[src/rtl/j68_pkg.sv]
// Shared definitions for the J68 microcode loader: FSM states, default sync
// marker and the 16-bit checksum step.
package j68_pkg;

    typedef enum logic [3:0] {
        ST_SYNC,
        ST_CNT_LO,
        ST_CNT_HI,
        ST_W0,
        ST_W1,
        ST_W2,
        ST_CK_LO,
        ST_CK_HI,
        ST_VERIFY,
        ST_DONE,
        ST_ERROR
    } ldr_state_t;

    localparam logic [7:0] SYNC_BYTE_DEF = 8'hA5;
    localparam int         WORD_W        = 20;
    localparam int         CK_W          = 16;

    // Each word contributes its low 16 bits plus its top nibble, modulo 2^16.
    function automatic logic [CK_W-1:0] ck_step(input logic [CK_W-1:0] acc,
                                                input logic [WORD_W-1:0] word);
        return acc + word[15:0] + {12'b0, word[19:16]};
    endfunction

endpackage

[src/rtl/j68_ucode_loader.sv]
// Boot-time microcode loader: parses a framed byte stream, writes 20-bit words
// to the microcode RAM, reads them back to verify the checksum, then frees the CPU.
module j68_ucode_loader
    import j68_pkg::*;
#(
    parameter logic [7:0] SYNC_BYTE = SYNC_BYTE_DEF,
    parameter int         ADDR_W    = 11
) (
    input  logic              clock,
    input  logic              reset,
    input  logic              s_valid,
    output logic              s_ready,
    input  logic [7:0]        s_data,
    output logic              wr_en,
    output logic [ADDR_W-1:0] wr_addr,
    output logic [WORD_W-1:0] wr_data,
    output logic              rd_en,
    output logic [ADDR_W-1:0] rd_addr,
    input  logic [WORD_W-1:0] rd_q,
    output logic              cpu_hold,
    output logic              done,
    output logic              error
);

    ldr_state_t r_state;
    ldr_state_t w_next;

    logic              r_s_ready;
    logic              r_wr_en;
    logic [ADDR_W-1:0] r_wr_addr;
    logic [WORD_W-1:0] r_wr_data;
    logic              r_rd_en;
    logic [ADDR_W-1:0] r_rd_addr;
    logic              r_cap_vld;
    logic              r_cap_last;
    logic              r_done;
    logic              r_error;
    logic              r_cpu_hold;

    logic [7:0]        r_b0;
    logic [7:0]        r_b1;
    logic [7:0]        r_cnt_lo;
    logic [7:0]        r_ck_lo;
    logic [ADDR_W-1:0] r_cnt;
    logic [ADDR_W-1:0] r_widx;
    logic [CK_W-1:0]   r_wsum;
    logic [CK_W-1:0]   r_rsum;
    logic [CK_W-1:0]   r_rx_ck;

    logic              w_xfer;
    logic [15:0]       w_cnt_full;
    logic              w_cnt_bad;
    logic [WORD_W-1:0] w_word;
    logic              w_nib_bad;
    logic              w_last_word;
    logic [CK_W-1:0]   w_rx_ck;
    logic [CK_W-1:0]   w_rsum_nxt;
    logic              w_rd_last;
    logic              w_accept_nxt;

    assign w_xfer       = s_valid & r_s_ready;
    assign w_cnt_full   = {s_data, r_cnt_lo};
    assign w_cnt_bad    = |(w_cnt_full >> ADDR_W);
    assign w_word       = {s_data[3:0], r_b1, r_b0};
    assign w_nib_bad    = |s_data[7:4];
    assign w_last_word  = (r_widx == r_cnt);
    assign w_rx_ck      = {s_data, r_ck_lo};
    assign w_rsum_nxt   = ck_step(r_rsum, rd_q);
    assign w_rd_last    = r_rd_en && (r_rd_addr == r_cnt);
    assign w_accept_nxt = (w_next != ST_VERIFY) && (w_next != ST_DONE) && (w_next != ST_ERROR);

    always_ff @(posedge clock or negedge reset) begin
        if (!reset) begin
            r_state <= ST_SYNC;
        end else begin
            r_state <= w_next;
        end
    end

    always_comb begin
        w_next = r_state;
        case (r_state)
            ST_SYNC:   if (w_xfer && (s_data == SYNC_BYTE)) w_next = ST_CNT_LO;
            ST_CNT_LO: if (w_xfer) w_next = ST_CNT_HI;
            ST_CNT_HI: if (w_xfer) w_next = w_cnt_bad ? ST_ERROR : ST_W0;
            ST_W0:     if (w_xfer) w_next = ST_W1;
            ST_W1:     if (w_xfer) w_next = ST_W2;
            ST_W2: begin
                if (w_xfer) begin
                    if (w_nib_bad)        w_next = ST_ERROR;
                    else if (w_last_word) w_next = ST_CK_LO;
                    else                  w_next = ST_W0;
                end
            end
            ST_CK_LO:  if (w_xfer) w_next = ST_CK_HI;
            ST_CK_HI:  if (w_xfer) w_next = (w_rx_ck != r_wsum) ? ST_ERROR : ST_VERIFY;
            // Decide on the cycle the final readback word is on rd_q.
            ST_VERIFY: if (r_cap_vld && r_cap_last) w_next = (w_rsum_nxt == r_rx_ck) ? ST_DONE : ST_ERROR;
            ST_DONE:   w_next = ST_DONE;
            ST_ERROR:  w_next = ST_ERROR;
            default:   w_next = ST_SYNC;
        endcase
    end

    always_ff @(posedge clock or negedge reset) begin
        if (!reset) begin
            r_s_ready  <= 1'b0;
            r_wr_en    <= 1'b0;
            r_wr_addr  <= '0;
            r_wr_data  <= '0;
            r_rd_en    <= 1'b0;
            r_rd_addr  <= '0;
            r_cap_vld  <= 1'b0;
            r_cap_last <= 1'b0;
            r_done     <= 1'b0;
            r_error    <= 1'b0;
            r_cpu_hold <= 1'b1;
        end else begin
            r_s_ready  <= w_accept_nxt;
            r_wr_en    <= (r_state == ST_W2) && w_xfer && !w_nib_bad;
            if ((r_state == ST_W2) && w_xfer && !w_nib_bad) begin
                r_wr_addr <= r_widx;
                r_wr_data <= w_word;
            end
            if ((r_state == ST_CK_HI) && (w_next == ST_VERIFY)) begin
                r_rd_en   <= 1'b1;
                r_rd_addr <= '0;
            end else if (r_rd_en) begin
                if (r_rd_addr == r_cnt) r_rd_en   <= 1'b0;
                else                    r_rd_addr <= r_rd_addr + 1'b1;
            end
            r_cap_vld  <= r_rd_en;
            r_cap_last <= w_rd_last;
            r_done     <= (w_next == ST_DONE);
            r_error    <= (w_next == ST_ERROR);
            r_cpu_hold <= (w_next != ST_DONE);
        end
    end

    // Frame payload registers need no reset: each is loaded before it is used.
    always_ff @(posedge clock) begin
        if (w_xfer) begin
            case (r_state)
                ST_SYNC: begin
                    if (s_data == SYNC_BYTE) begin
                        r_widx <= '0;
                        r_wsum <= '0;
                    end
                end
                ST_CNT_LO: r_cnt_lo <= s_data;
                ST_CNT_HI: r_cnt    <= w_cnt_full[ADDR_W-1:0];
                ST_W0:     r_b0     <= s_data;
                ST_W1:     r_b1     <= s_data;
                ST_W2: begin
                    if (!w_nib_bad) begin
                        r_widx <= r_widx + 1'b1;
                        r_wsum <= ck_step(r_wsum, w_word);
                    end
                end
                ST_CK_LO:  r_ck_lo  <= s_data;
                ST_CK_HI: begin
                    r_rx_ck <= w_rx_ck;
                    r_rsum  <= '0;
                end
                default: ;
            endcase
        end
        if (r_cap_vld) r_rsum <= w_rsum_nxt;
    end

    assign s_ready  = r_s_ready;
    assign wr_en    = r_wr_en;
    assign wr_addr  = r_wr_addr;
    assign wr_data  = r_wr_data;
    assign rd_en    = r_rd_en;
    assign rd_addr  = r_rd_addr;
    assign cpu_hold = r_cpu_hold;
    assign done     = r_done;
    assign error    = r_error;

endmodule

[config.mk]
export PLATFORM = sky130hd
export DESIGN_NAME = j68_ucode_loader
export DESIGN_NICKNAME = d
export VERILOG_FILES = /design/src/rtl/j68_pkg.sv /design/src/rtl/j68_ucode_loader.sv
export SDC_FILE = /design/constraint.sdc
export NUM_CORES = 1
export LEC_CHECK = 0
export ABC_AREA = 1
export BUFFER_PORTS_ARGS = -buffer_cell sky130_fd_sc_hd__buf_2
export CORE_ASPECT_RATIO = 0.8
export CORE_MARGIN = 5
export CORE_UTILIZATION = 54
export CTS_CLUSTER_SIZE = 16
export DETAILED_ROUTE_END_ITERATION = 8
export GPL_ROUTABILITY_DRIVEN = 0
export PLACE_DENSITY = 0.87
export SLEW_MARGIN = 25
export SYNTH_ARGS = -nofsm -noshare
export SYNTH_HDL_FRONTEND = slang
export SYNTH_SLANG_ARGS = --single-unit
[constraint.sdc]
create_clock -name clock -period 3 [get_ports clock]
set_input_delay 0.45 -clock clock [delete_from_list [all_inputs] [get_ports clock]]
set_output_delay 0.45 -clock clock [all_outputs]
set_load 0.1 [all_outputs]
==> results by group <==
Outcome
  • Status: complete, but fails checks
  • Violated checks: setup timing

STA
  • Hold Fails Final Rpt: 0
  • Period utilization: 110.1%
  • PnR worst setup slack: -303.4 ps
  • Relative slew slack: 41.58%
  • Fmax: slightly above 0.3 GHz
  • Setup Viol. Count Final: 17
  • Max-slew violation count: 0
  • Post-layout min period: between 3000 and 4000 ps
  • Worst slew pin tran: slightly below 900 ps
  • RSZ-0062 raised after global routing: true
  • Post-Route Skew: just under 6 ps

Setup path
  • Crit end category: flop
  • Reg2reg end: rd_addr[4]$_DFFE_PN0P_
  • Worst Setup Start Kind: flop
  • Crit path arrival time: ~3600 ps
  • CP startpoint: r_rsum[1]$_SDFFCE_PN0P_
  • Reg2Reg Setup Slack: -300 ps
  • Crit path to: rd_addr[4]$_DFFE_PN0P_
  • R2R depth: 20
  • RR Startpoint: r_rsum[1]$_SDFFCE_PN0P_
  • WP data required: between 3000 and 4000 ps
  • Setup CP Type: flop to flop
  • Maximum fanout along the worst path: 6

Synth
  • Number of flops mapped to enable cells by yosys: around 100
  • Synth area leader: edfxtp_1
  • Commonest cells post-synth: nand2_1, inv_1, edfxtp_1
  • FFs w/ async S/R, synth: roughly a third
  • Ys Warns: 0
  • Syn Std Cell Area: between 8000 and 9000 µm²
  • Yosys reg bits: 156
  • Syn Nets: 1039
  • Most common cell in the netlist: nand2_1
  • Synth unique cells: between 40 and 50
  • Top_reg_cell synth: edfxtp_1
  • Sequential area share after synthesis: roughly 51%
  • Gate count of the mapped netlist: between 900 and 1000
  • Synth Area per Inst: 9.192 µm²
  • Area fraction of the dominant cell type after synthesis: between 30% and 40%
  • Synth top area cells: edfxtp_1, dfrtp_1, nand2_1, ha_1, inv_1

Die
  • Initial Utilization: 55.04%
  • Die Height: 123.5 µm
  • FP Rows: 41
  • Core area: 15800 µm²
  • DIE AREA: roughly 19000 µm²
  • Number of top-level pins: 79
  • Die X: 151.9 µm

Route
  • Vias per inst: 5.551
  • Wirelength per Cell: 16.78 µm
  • Final wirelength: about 22 mm
  • # DRC: 0
  • Antenna-violating nets left: 0
  • DR vias: 7227
  • DRT Pass-1 Iters: 6
  • DRT iter0 DRCs: 749

Placed design
  • Detailed Place HPWL: about 16 mm
  • Port Buffers: just under 80
  • Placed insts: approximately 1300
  • Cell Area, Placed: around 9600 µm²

Finish
  • Post-layout instance area: roughly 10000 µm²
  • Fin cells: ~1300
  • Ant diodes: 0
  • Fin nets: 1167
  • FF/Latch Area: approximately 4400 µm²
  • Layout cell share with drive strength beyond 1: a little under a fifth
  • Fill count: 1198
  • Multi-input combinational cell area: 3799 µm²
  • Final Util: roughly two thirds
  • Syn-to-layout area delta: 18.52%

Power
  • Sw Ratio: 40.40%
  • Sw Pwr: roughly 3.6 mW
  • Max VDD drop: approximately 0.44 mV
  • Pwr/cell area: between 800 and 900 nW/µm²
  • P_leak: just under 5 nW
  • Combinational fraction of design power: between 40% and 50%
  • Clock share of power: about a quarter
  • Total power: just under 9 mW
  • Sequential power share: between 30% and 40%
  • P_int: about 5.3 mW

Clocking
  • CTS max path bufs: 2
  • Clock sinks: approximately 160
  • CTS tree: built
  • Clk_lat worst skew: 440 ps
  • Inserted Clock Buffers: 17
  • CTS root buf: clkbuf_16
  • Maximum level of the CTS H-tree: 4
  • Worst-path clk slew: approximately 60 ps

GRT
  • GRT Total Usage: a little under a quarter
  • Largest net degree at the start of global routing: between 40 and 50
  • Vias in the first global route: 7134
  • Grt total ovfl: 0
  • Global-route wire length before repair: 35.29 mm
  • Antenna violations before repair: 0

Min path
  • Worst hold path type: primary input to asynchronous set/reset pin

Flow run
  • Max Cap Viol: 0
## sequential cells by signal, indices dropped and copies added (netlist names), 11 cells and up
name	cells
r_widx	11
r_cnt	11
r_wsum	16
wr_data	20
wr_addr	11
r_rsum	16
rd_addr	11
r_rx_ck	16
## area by class of cell
class	instances	share of cell area (%)
sequential	156	42.86
clock inverter	11	1.165
tap	215	2.610
clock buffer	21	4.371
timing repair buffer	119	6.932
multi-input combinational	639	36.86
inverter	141	5.208
## how the worst min path moves through the flow
stage / startpoint / to / slack [ps] / cells past startpoint
after floorplan: reset / done$_DFF_PN0_ / 150 / 0
after global placement: r_cnt_lo[2]$_DFFE_PP_ / r_cnt[2]$_DFFE_PP_ / 400 / 0
after detailed placement: r_cnt_lo[7]$_DFFE_PP_ / r_cnt[7]$_DFFE_PP_ / 400 / 0
after CTS: reset / rd_addr[8]$_DFFE_PN0P_ / 60 / 1
after global routing: reset / rd_addr[1]$_DFFE_PN0P_ / 100 / 1
final: reset / wr_data[17]$_DFFE_PN0P_ / 50 / 1
## layer usage
metal | GRT usage, % | routed length, µm | vias to the layer above | part of all wire (%)
met4 | 10.72 | 658 | 0 | 3.0
li1 | - | - | 3399 | -
met3 | 5.598 | 1820 | 73 | 8.3
met5 | 0 | 0 | - | 0
met1 | 30.36 | 8954 | 3407 | 41
met2 | 39.87 | 10410 | 348 | 48
## critical path, stage by stage (launching register included)
cell and delay [ps]:
edfxtp_1 380, inv_2 60, fa_1 390, inv_1 80, ha_2 180, inv_2 40, fa_2 550, xor2_2 160
nand2_1 90, nor2_1 90, nand2_1 60, nor2_1 100, nand2_1 100, nor2_2 100, nand3_1 80, nor2_1 100
nand4_1 150, nand2_2 180, nand3_4 150, nand2_2 130, inv_2 30
## repair_timing
action | CTS | global route
gates cloned | 1 | 0
resized for setup | 10 | 22
setup endpoints to repair | 17 | 18
hold buffers | 0 | 0
pin swaps | 2 | 13
setup buffers | 2 | 2
## stage by stage
| step | setup slack, ps | TNS [ps] | hold slack, ps |
|---|---|---|---|
| 4_1_cts | -242.6 | -3041 | 61.13 |
| 3_5_place_dp | -550.8 | -8017 | 404.5 |
| 2_1_floorplan | -72.58 | -620.0 | 154.4 |
| 3_3_place_gp | -403.3 | -5876 | 402.5 |
| 6_report | -303.4 | -4373 | 48.07 |
| 5_1_grt | -390.4 | -5931 | 103.8 |
## power groups by stage
stage               registers (mW)  clock network, mW  logic, mW
global placement              2.77                  0       3.63
detailed placement            2.78                  0       3.77
CTS                           2.74               2.12       3.90
finish                        2.74               2.11       4.04
floorplan                     3.18                  0       2.19
global route                  2.76               2.24       4.48
## placed cells by master, fill, tap and decap left out, types with 3 or more instances in the layout
master     count
a21oi_1       50
and2_1         3
buf_2         78
buf_4         39
clkbuf_1       3
clkbuf_16     17
clkinv_2       3
dfrtp_1       52
edfxtp_1     102
fa_1           9
ha_1          51
inv_1        130
inv_2         10
nand2_1      227
nand2_2       13
nand3_1       43
nand3_2        9
nand3b_1       8
nand4_1       14
nor2_1        65
nor2_2         5
nor3_1        14
nor4_1        10
o21ai_0       38
or2_2          5
xnor2_1       23
xor2_1        27
## logic make-up after synthesis
kind of cell	count (synthesis)	share of synthesized area [%]
and+or+nand+nor	424	21.37
AOI/OAI and AO/OA	101	6.245
adders and majority gates	62	9.784
xor gates and xnor gates	51	5.137
DFF	156	50.78
buffers and inverters	152	6.691
(Power assumes the default switching activity.)
